**config.mk**
```make
export PLATFORM = sky130hd
export DESIGN_NAME = pid_suma_pwm
export DESIGN_NICKNAME = d
export VERILOG_FILES = /design/src/rtl/pid_suma_pwm.sv
export SDC_FILE = /design/constraint.sdc
export NUM_CORES = 1
export LEC_CHECK = 0
export ABC_CLOCK_PERIOD_IN_PS = 3700
export CORE_ASPECT_RATIO = 1.4
export CORE_MARGIN = 10
export CORE_UTILIZATION = 67
export CTS_CLUSTER_DIAMETER = 30
export DETAILED_ROUTE_END_ITERATION = 8
export DONT_BUFFER_PORTS = 1
export PLACE_DENSITY = 0.91
export RECOVER_POWER = 100
export SKIP_LAST_GASP = 1
export SYNTH_ARGS = -nofsm -noshare
export SYNTH_HDL_FRONTEND = slang
export SYNTH_SLANG_ARGS = --single-unit
```
**constraint.sdc**
```tcl
create_clock -name clk -period 3.7 [get_ports clk]
set_input_delay 0.74 -clock clk [delete_from_list [all_inputs] [get_ports clk]]
set_output_delay 0.74 -clock clk [all_outputs]
set_load 0.03 [all_outputs]
```
**src/rtl/pid_suma_pwm.sv**
```systemverilog
// pid_suma_pwm -- final PID stage: sums the P, I and D terms, scales and saturates the
// result into an unsigned duty word, and drives a free-running PWM output.
//
// Ports:
//   clk      system clock, rising edge
//   rst      asynchronous active-low reset
//   etapa6   one-cycle strobe, Psal/Isal/Dsal valid
//   Psal     proportional term, 18-bit signed
//   Isal     integral term, 18-bit signed
//   Dsal     derivative term, 18-bit signed
//   duty     registered saturated duty (pending value)
//   sat_hi   last update clipped high
//   sat_lo   last update clipped low (negative)
//   listo    one-cycle pulse, new duty valid
//   pwm      registered PWM output
//
// Parameters: DUTY_W (duty/counter width, <= 31), SHIFT (arithmetic right shift of the
// sum), PRESC (clocks per PWM tick, >= 1).
//
// Configuration macro PID_PWM_SYNC_UPDATE_EN:
//   defined     -> the active duty loads from duty only when the PWM counter wraps to 0
//   not defined -> the active duty follows duty directly (may change mid-period)

module pid_suma_pwm #(
    parameter int unsigned DUTY_W = 8,
    parameter int unsigned SHIFT  = 8,
    parameter int unsigned PRESC  = 1
) (
    input  logic              clk,
    input  logic              rst,
    input  logic              etapa6,
    input  logic [17:0]       Psal,
    input  logic [17:0]       Isal,
    input  logic [17:0]       Dsal,
    output logic [DUTY_W-1:0] duty,
    output logic              sat_hi,
    output logic              sat_lo,
    output logic              listo,
    output logic              pwm
);

    localparam int unsigned PW   = (PRESC > 1) ? $clog2(PRESC) : 1;
    localparam int          DMAX = (1 << DUTY_W) - 1;

    // Sum / scale / saturate datapath
    logic signed [19:0] sum;
    logic signed [19:0] q;
    logic signed [31:0] q_ext;
    logic [DUTY_W-1:0]  duty_new;
    logic               hi_new;
    logic               lo_new;

    // Three 18-bit terms need at most 20 bits, so the sum cannot overflow.
    assign sum   = {{2{Psal[17]}}, Psal} + {{2{Isal[17]}}, Isal} + {{2{Dsal[17]}}, Dsal};
    assign q     = sum >>> SHIFT;
    assign q_ext = 32'(q);

    always_comb begin
        duty_new = '0;
        hi_new   = 1'b0;
        lo_new   = 1'b0;
        if (q_ext < 0) begin
            lo_new = 1'b1;
        end else if (q_ext > DMAX) begin
            duty_new = '1;
            hi_new   = 1'b1;
        end else begin
            duty_new = DUTY_W'(q_ext);
        end
    end

    always_ff @(posedge clk or negedge rst) begin
        if (!rst) begin
            duty   <= '0;
            sat_hi <= 1'b0;
            sat_lo <= 1'b0;
            listo  <= 1'b0;
        end else begin
            if (etapa6) begin
                duty   <= duty_new;
                sat_hi <= hi_new;
                sat_lo <= lo_new;
            end
            listo <= etapa6;
        end
    end

    // PWM timebase
    logic [PW-1:0]     presc_q;
    logic [DUTY_W-1:0] cnt_q;
    logic [DUTY_W-1:0] duty_act;
    logic              tick;
    logic              wrap;

    assign tick = (presc_q == PW'(PRESC - 1));
    assign wrap = tick && (cnt_q == '1);

    always_ff @(posedge clk or negedge rst) begin
        if (!rst) begin
            presc_q <= '0;
            cnt_q   <= '0;
            pwm     <= 1'b0;
        end else begin
            presc_q <= tick ? '0 : presc_q + PW'(1);
            if (tick) begin
                cnt_q <= cnt_q + DUTY_W'(1);
            end
            pwm <= (cnt_q < duty_act);
        end
    end

`ifdef PID_PWM_SYNC_UPDATE_EN
    // Loading on the wrap edge picks up the pre-strobe duty when a strobe coincides,
    // so every period runs with a single duty value.
    always_ff @(posedge clk or negedge rst) begin
        if (!rst) begin
            duty_act <= '0;
        end else if (wrap) begin
            duty_act <= duty;
        end
    end
`else
    assign duty_act = duty;

    logic unused_wrap;
    assign unused_wrap = wrap;
`endif

endmodule
```
# After elaboration in Yosys (flattened, before gate mapping)

Cells that the tools add are included.

Logic and storage cells: 20
Output and inout port bits: 12
Input port bits: 57
Register bits after elaboration: 21

Muxes and demuxes: 6
Add/sub/neg operators: 4
Order comparisons: 3

Operator list:

| kind                  | count |
|---|---|
| $add A19 B18 Y20      | 1 |
| $add A18 B18 Y19      | 1 |
| $mux W8               | 2 |
| $gt A12 B9 Y1 const B | 1 |
| $lt A12 B1 Y1 const B | 1 |
| $add A8 B1 Y8 const B | 1 |
| $lt A8 B8 Y1          | 1 |
| $mux W1               | 4 |
| $add A1 B1 Y1 const B | 1 |

# Logic depth before layout (Yosys ltp)

Depth after elaboration: 5
Gate-level depth with buffers: 12

# Worst setup path before layout

Ideal clock, no wire load.

Kind: input to register
Start: in Psal[3]
End: reg duty[2]
Setup slack: 0.448 ns
Data required time: 3.576 ns
Library setup time: 0.124 ns
Data arrival time: 3.129 ns
Stages: 12
Cells stage by stage: inv_1 > fa_1 > inv_1 > ha_1 > a21oi_2 > o21ai_1 > a41o_1 > a41o_1 > o211a_1 > buf_6 > o31a_4 > a211o_1

Word-level cells in the longest chain between the ends: 5
Elaborated cells between the ends (all ways): 6

RTL lines:

| item                 | RTL line | text |
|---|---|---|
| from (decl)          | 32       | `input logic [17:0] Psal,` |
| $add A18 B18 Y19 (*) | 54       | `assign sum = {{2{Psal[17]}}, Psal} + {{2{Isal[17]}}, Isal} + {{2{Dsal[17]}}, Dsal};` |
| $add A19 B18 Y20 (*) | 54       |  |
| $gt A12 B9 Y1        | 64       | `end else if (q_ext > DMAX) begin` |
| $mux W8              | 64       |  |
| $mux W8 (*)          | 62       | `if (q_ext < 0) begin` |
| to (signal assigned) | 80       | `duty <= duty_new;` |
| to (decl)            | 35       | `output logic [DUTY_W-1:0] duty,` |

Mark *: on every way between the ends. The rest lies on a longest branch, timed or not.
A chain may end at the register's enable or synchronous reset.

# Worst setup path in the final report

Start: in Psal[5]
End: reg duty[1]

The elaborated chain is that of the path after synthesis.

==> run summary <==
The data arrival at the endpoint of the critical path came out at 3.46 ns. The maximum achievable frequency came out at 301.5 MHz. The fraction of registers with async set or reset after synthesis is 100.0%.

Ranked by instance count, the synthesized netlist is headed by inv_1 (31), ha_1 (26), dfrtp_1 (20), fa_1 (17), a21oi_1 (13). The floorplan step defined a die boundary enclosing 5924 sq um. The count of vias placed by the detailed router is 1623.

The clock transition at the registers of the reported paths came out at 0.07 ns. The cell sitting at the root of the clock tree is a clkbuf_8. For this run, the post-layout net count is 323. The clock tree buffer depth is 2. The die span in y came out at 87.16 microns.

The run finished with clean final reports. The peak fanout along the critical path is 7. The final critical delay including setup and external delays came out at 3.317 ns. Summed over all layers, the global routing overflow is 0. Among all cell types in the netlist, the one instantiated most often is inv_1. Dividing the detail-routed via count by the number of cells gives 6.218. The critical path launch point type is an input port. The synthesized flop and latch total is 20. The total leakage power came out at 1.120 nW. The number of port buffers came out at 0.

The number of hold buffers added after CTS was 0. The finished layout holds 261 standard cells, fillers aside. The hold slack is 0.1668 ns.

0 antenna diodes ended up in the layout. The required arrival time at the worst endpoint came out at 3.84 ns. The count of H-tree levels built during CTS is 1. The routability congestion estimate from global placement is 0.8773.

The number of hold violations in the final report is 0. The path type of the worst setup path is input port to flip-flop. The summed negative setup slack over all endpoints came out at 0 ns. At the later pin of the worst-skew pair, clock insertion delay measures 0.26 ns. The overall fraction of global-route tracks in use is 16.33%. The via count of the first global-routing pass is 1779. The number of search-and-repair iterations in the first detailed-routing pass came out at 4.

The post-CTS repair timing setup buffer count came out at 0. The endpoint identified for the worst register-to-register timing path is pwm$_DFF_PN0_. Setup repair after global routing left no endpoint under its margin.

After synthesis, the cell types taking the most area are dfrtp_1 (23%), fa_1 (16%), ha_1 (15%). The post-synthesis cell type count came out at 44. The worst voltage drop across the vdd grid is 316.8 uV.

The post-synthesis cell area is 2158 sq um. The final setup violation count came out at 0. The worst hold path belongs to the class input port to asynchronous set/reset pin.

The initial antenna violation count came out at 0. The width of the die came out at 67.97 microns. The post-route clock skew is 0.005097 ns.

The Yosys warning count came out at 0. The initial standard-cell utilization of the core came out at 69.11%. The area overhead of the layout relative to synthesis came out at 3.710%.

The routed wirelength normalized by instance count came out at 18.10 microns. The number of gates given a new drive strength after cts is 0. The worst flop-to-flop path startpoint is duty[1]$_DFFE_PN0P_. After layout, the worst path uses 89.64% of the clock period.

The area inside the core boundary is 3123 sq um. The total power density per cell area came out at 506.8 nW/um^2. The tool flagged a number of max-cap violations equal to 0. The worst-margin pin slew is 0.3922 ns. The number of flops mapped to enable cells by yosys came out at 0.

A synthesized cell averages 9.766 sq um. Summing the sequential cell areas from Yosys gives 23.19% of the chip area. After detailed routing, the number of remaining DRC violations is 0. Setup slack on the worst reg-to-reg path comes out at 1.74 ns. In this run the remaining antenna-violating nets after routing total 0.

The completed layout was analyzed and its total power is 1.135 mW. The first global-routing pass estimated 7728 microns of wire. During I/O placement, the number of pins put on the boundary was 69.

The max-slew violation count is 0. The placed cell count came out at 257. The detailed router's first-iteration violation count came out at 47. The maximum number of pins on one net before global-route repair is 21.

The number of placement rows came out at 24. CTS saw 20 sinks. For this block, the routed nets add up to 4724 microns of wire. The fraction of synthesized cell area taken by the top area cell type came out at 23.19%. The number of cells on the worst reg-to-reg path is 8. The pre-CTS setup slack came out at 0.1848 ns.

Synthesis produced 221 cells. Headroom to the max-slew limit came out at 73.62%. The dominant synthesized flop cell is dfrtp_1.

The biggest area consumer among synthesized cells is dfrtp_1. The category of the worst setup path capture point is a flip-flop. TritonCTS built the clock tree. The number of buffers inserted during clock tree synthesis came out at 3. When the netlist entered floorplanning its net count stood at 321. The final worst-path setup slack is 0.3832 ns. The placed wire-length estimate after detailed placement is 4041 microns.

The layout cell share with drive strength beyond 1 came out at 4.505%.
## worst max path at each step
stage,slack (ns),end,from
6_report,0.38,duty[1]$_DFFE_PN0P_,Psal[5]
5_1_grt,0.17,duty[1]$_DFFE_PN0P_,Psal[5]
4_1_cts,0.45,duty[1]$_DFFE_PN0P_,Psal[3]
3_5_place_dp,0.18,duty[1]$_DFFE_PN0P_,Psal[3]
3_3_place_gp,0.27,duty[2]$_DFFE_PN0P_,Psal[5]
2_1_floorplan,0.45,duty[2]$_DFFE_PN0P_,Psal[3]
## cell families after synthesis
logic type               Yosys count  synth area share [%]
AO/OA/AOI/OAI                     66                 23.77
AND/OR/NAND/NOR                   44                 10.26
adder cells (fa/ha/maj)           43                 30.84
buffers and inverters             34                 6.261
flip-flops                        20                 23.19
XOR/XNOR                          14                 5.681
## flip-flops by register name, indices dropped and copies added (netlist names)
name / count
sat_hi: 1
listo: 1
cnt_q: 8
sat_lo: 1
pwm: 1
duty: 8
## critical path: stages
cell and delay [ns]:
inv_1 0.04, fa_1 0.54, inv_1 0.05, ha_1 0.31
a21oi_1 0.19, o211ai_1 0.12, a22oi_1 0.36, o21ai_0 0.21
xor2_1 0.21, o31a_4 0.41, a221o_1 0.27
## layout by cell type, fill, tap and decap left out, drive strengths merged, types with 2 or more instances in the layout
cell type  instances
o21bai             2
xnor2              8
o21a               5
o21ai             10
inv               31
nand2             12
ha                26
a21o               7
a211oi             3
and3               3
a41o               2
nor2b              3
a21oi             15
xor2               6
and4               3
o211ai             2
nor2              11
a221o              7
nand3              6
dfrtp             20
fa                17
clkbuf             4
o211a              3
## power by group
| group | leakage [nW] | total (mW) | switching (mW) | internal, mW |
|---|---|---|---|---|
| Clock | 0.0288 | 0.163 | 0.0686 | 0.0947 |
| Sequential | 0.233 | 0.452 | 0.178 | 0.273 |
| Combinational | 0.859 | 0.519 | 0.280 | 0.239 |
| Total | 1.12 | 1.13 | 0.527 | 0.607 |
## per-stage QoR
stage          utilization, %  cell area, sq um
3_3_place_gp            70.07              2188
3_5_place_dp            70.07              2188
4_1_cts                 71.83              2243
2_1_floorplan               -              2158
5_1_grt                 71.67              2238
6_report                71.67              2238
## routing by layer
layer	routed length [microns]	part of all wire, %	global-route usage [%]
met3	338	7.2	4.124
met2	2541	54	30.14
met5	0	0	0
met1	1705	36	16.56
met4	140	3.0	6.422
## layout make-up
cell class | count | area [sq um]
clock buffers | 4 | 55.05
fillers | 245 | 884.6
inverters | 31 | 116.4
multi-input cells | 167 | 1518
flip-flops and latches | 20 | 500.5
well taps | 39 | 48.80
Note: power is estimated with default switching activity, not from simulation.
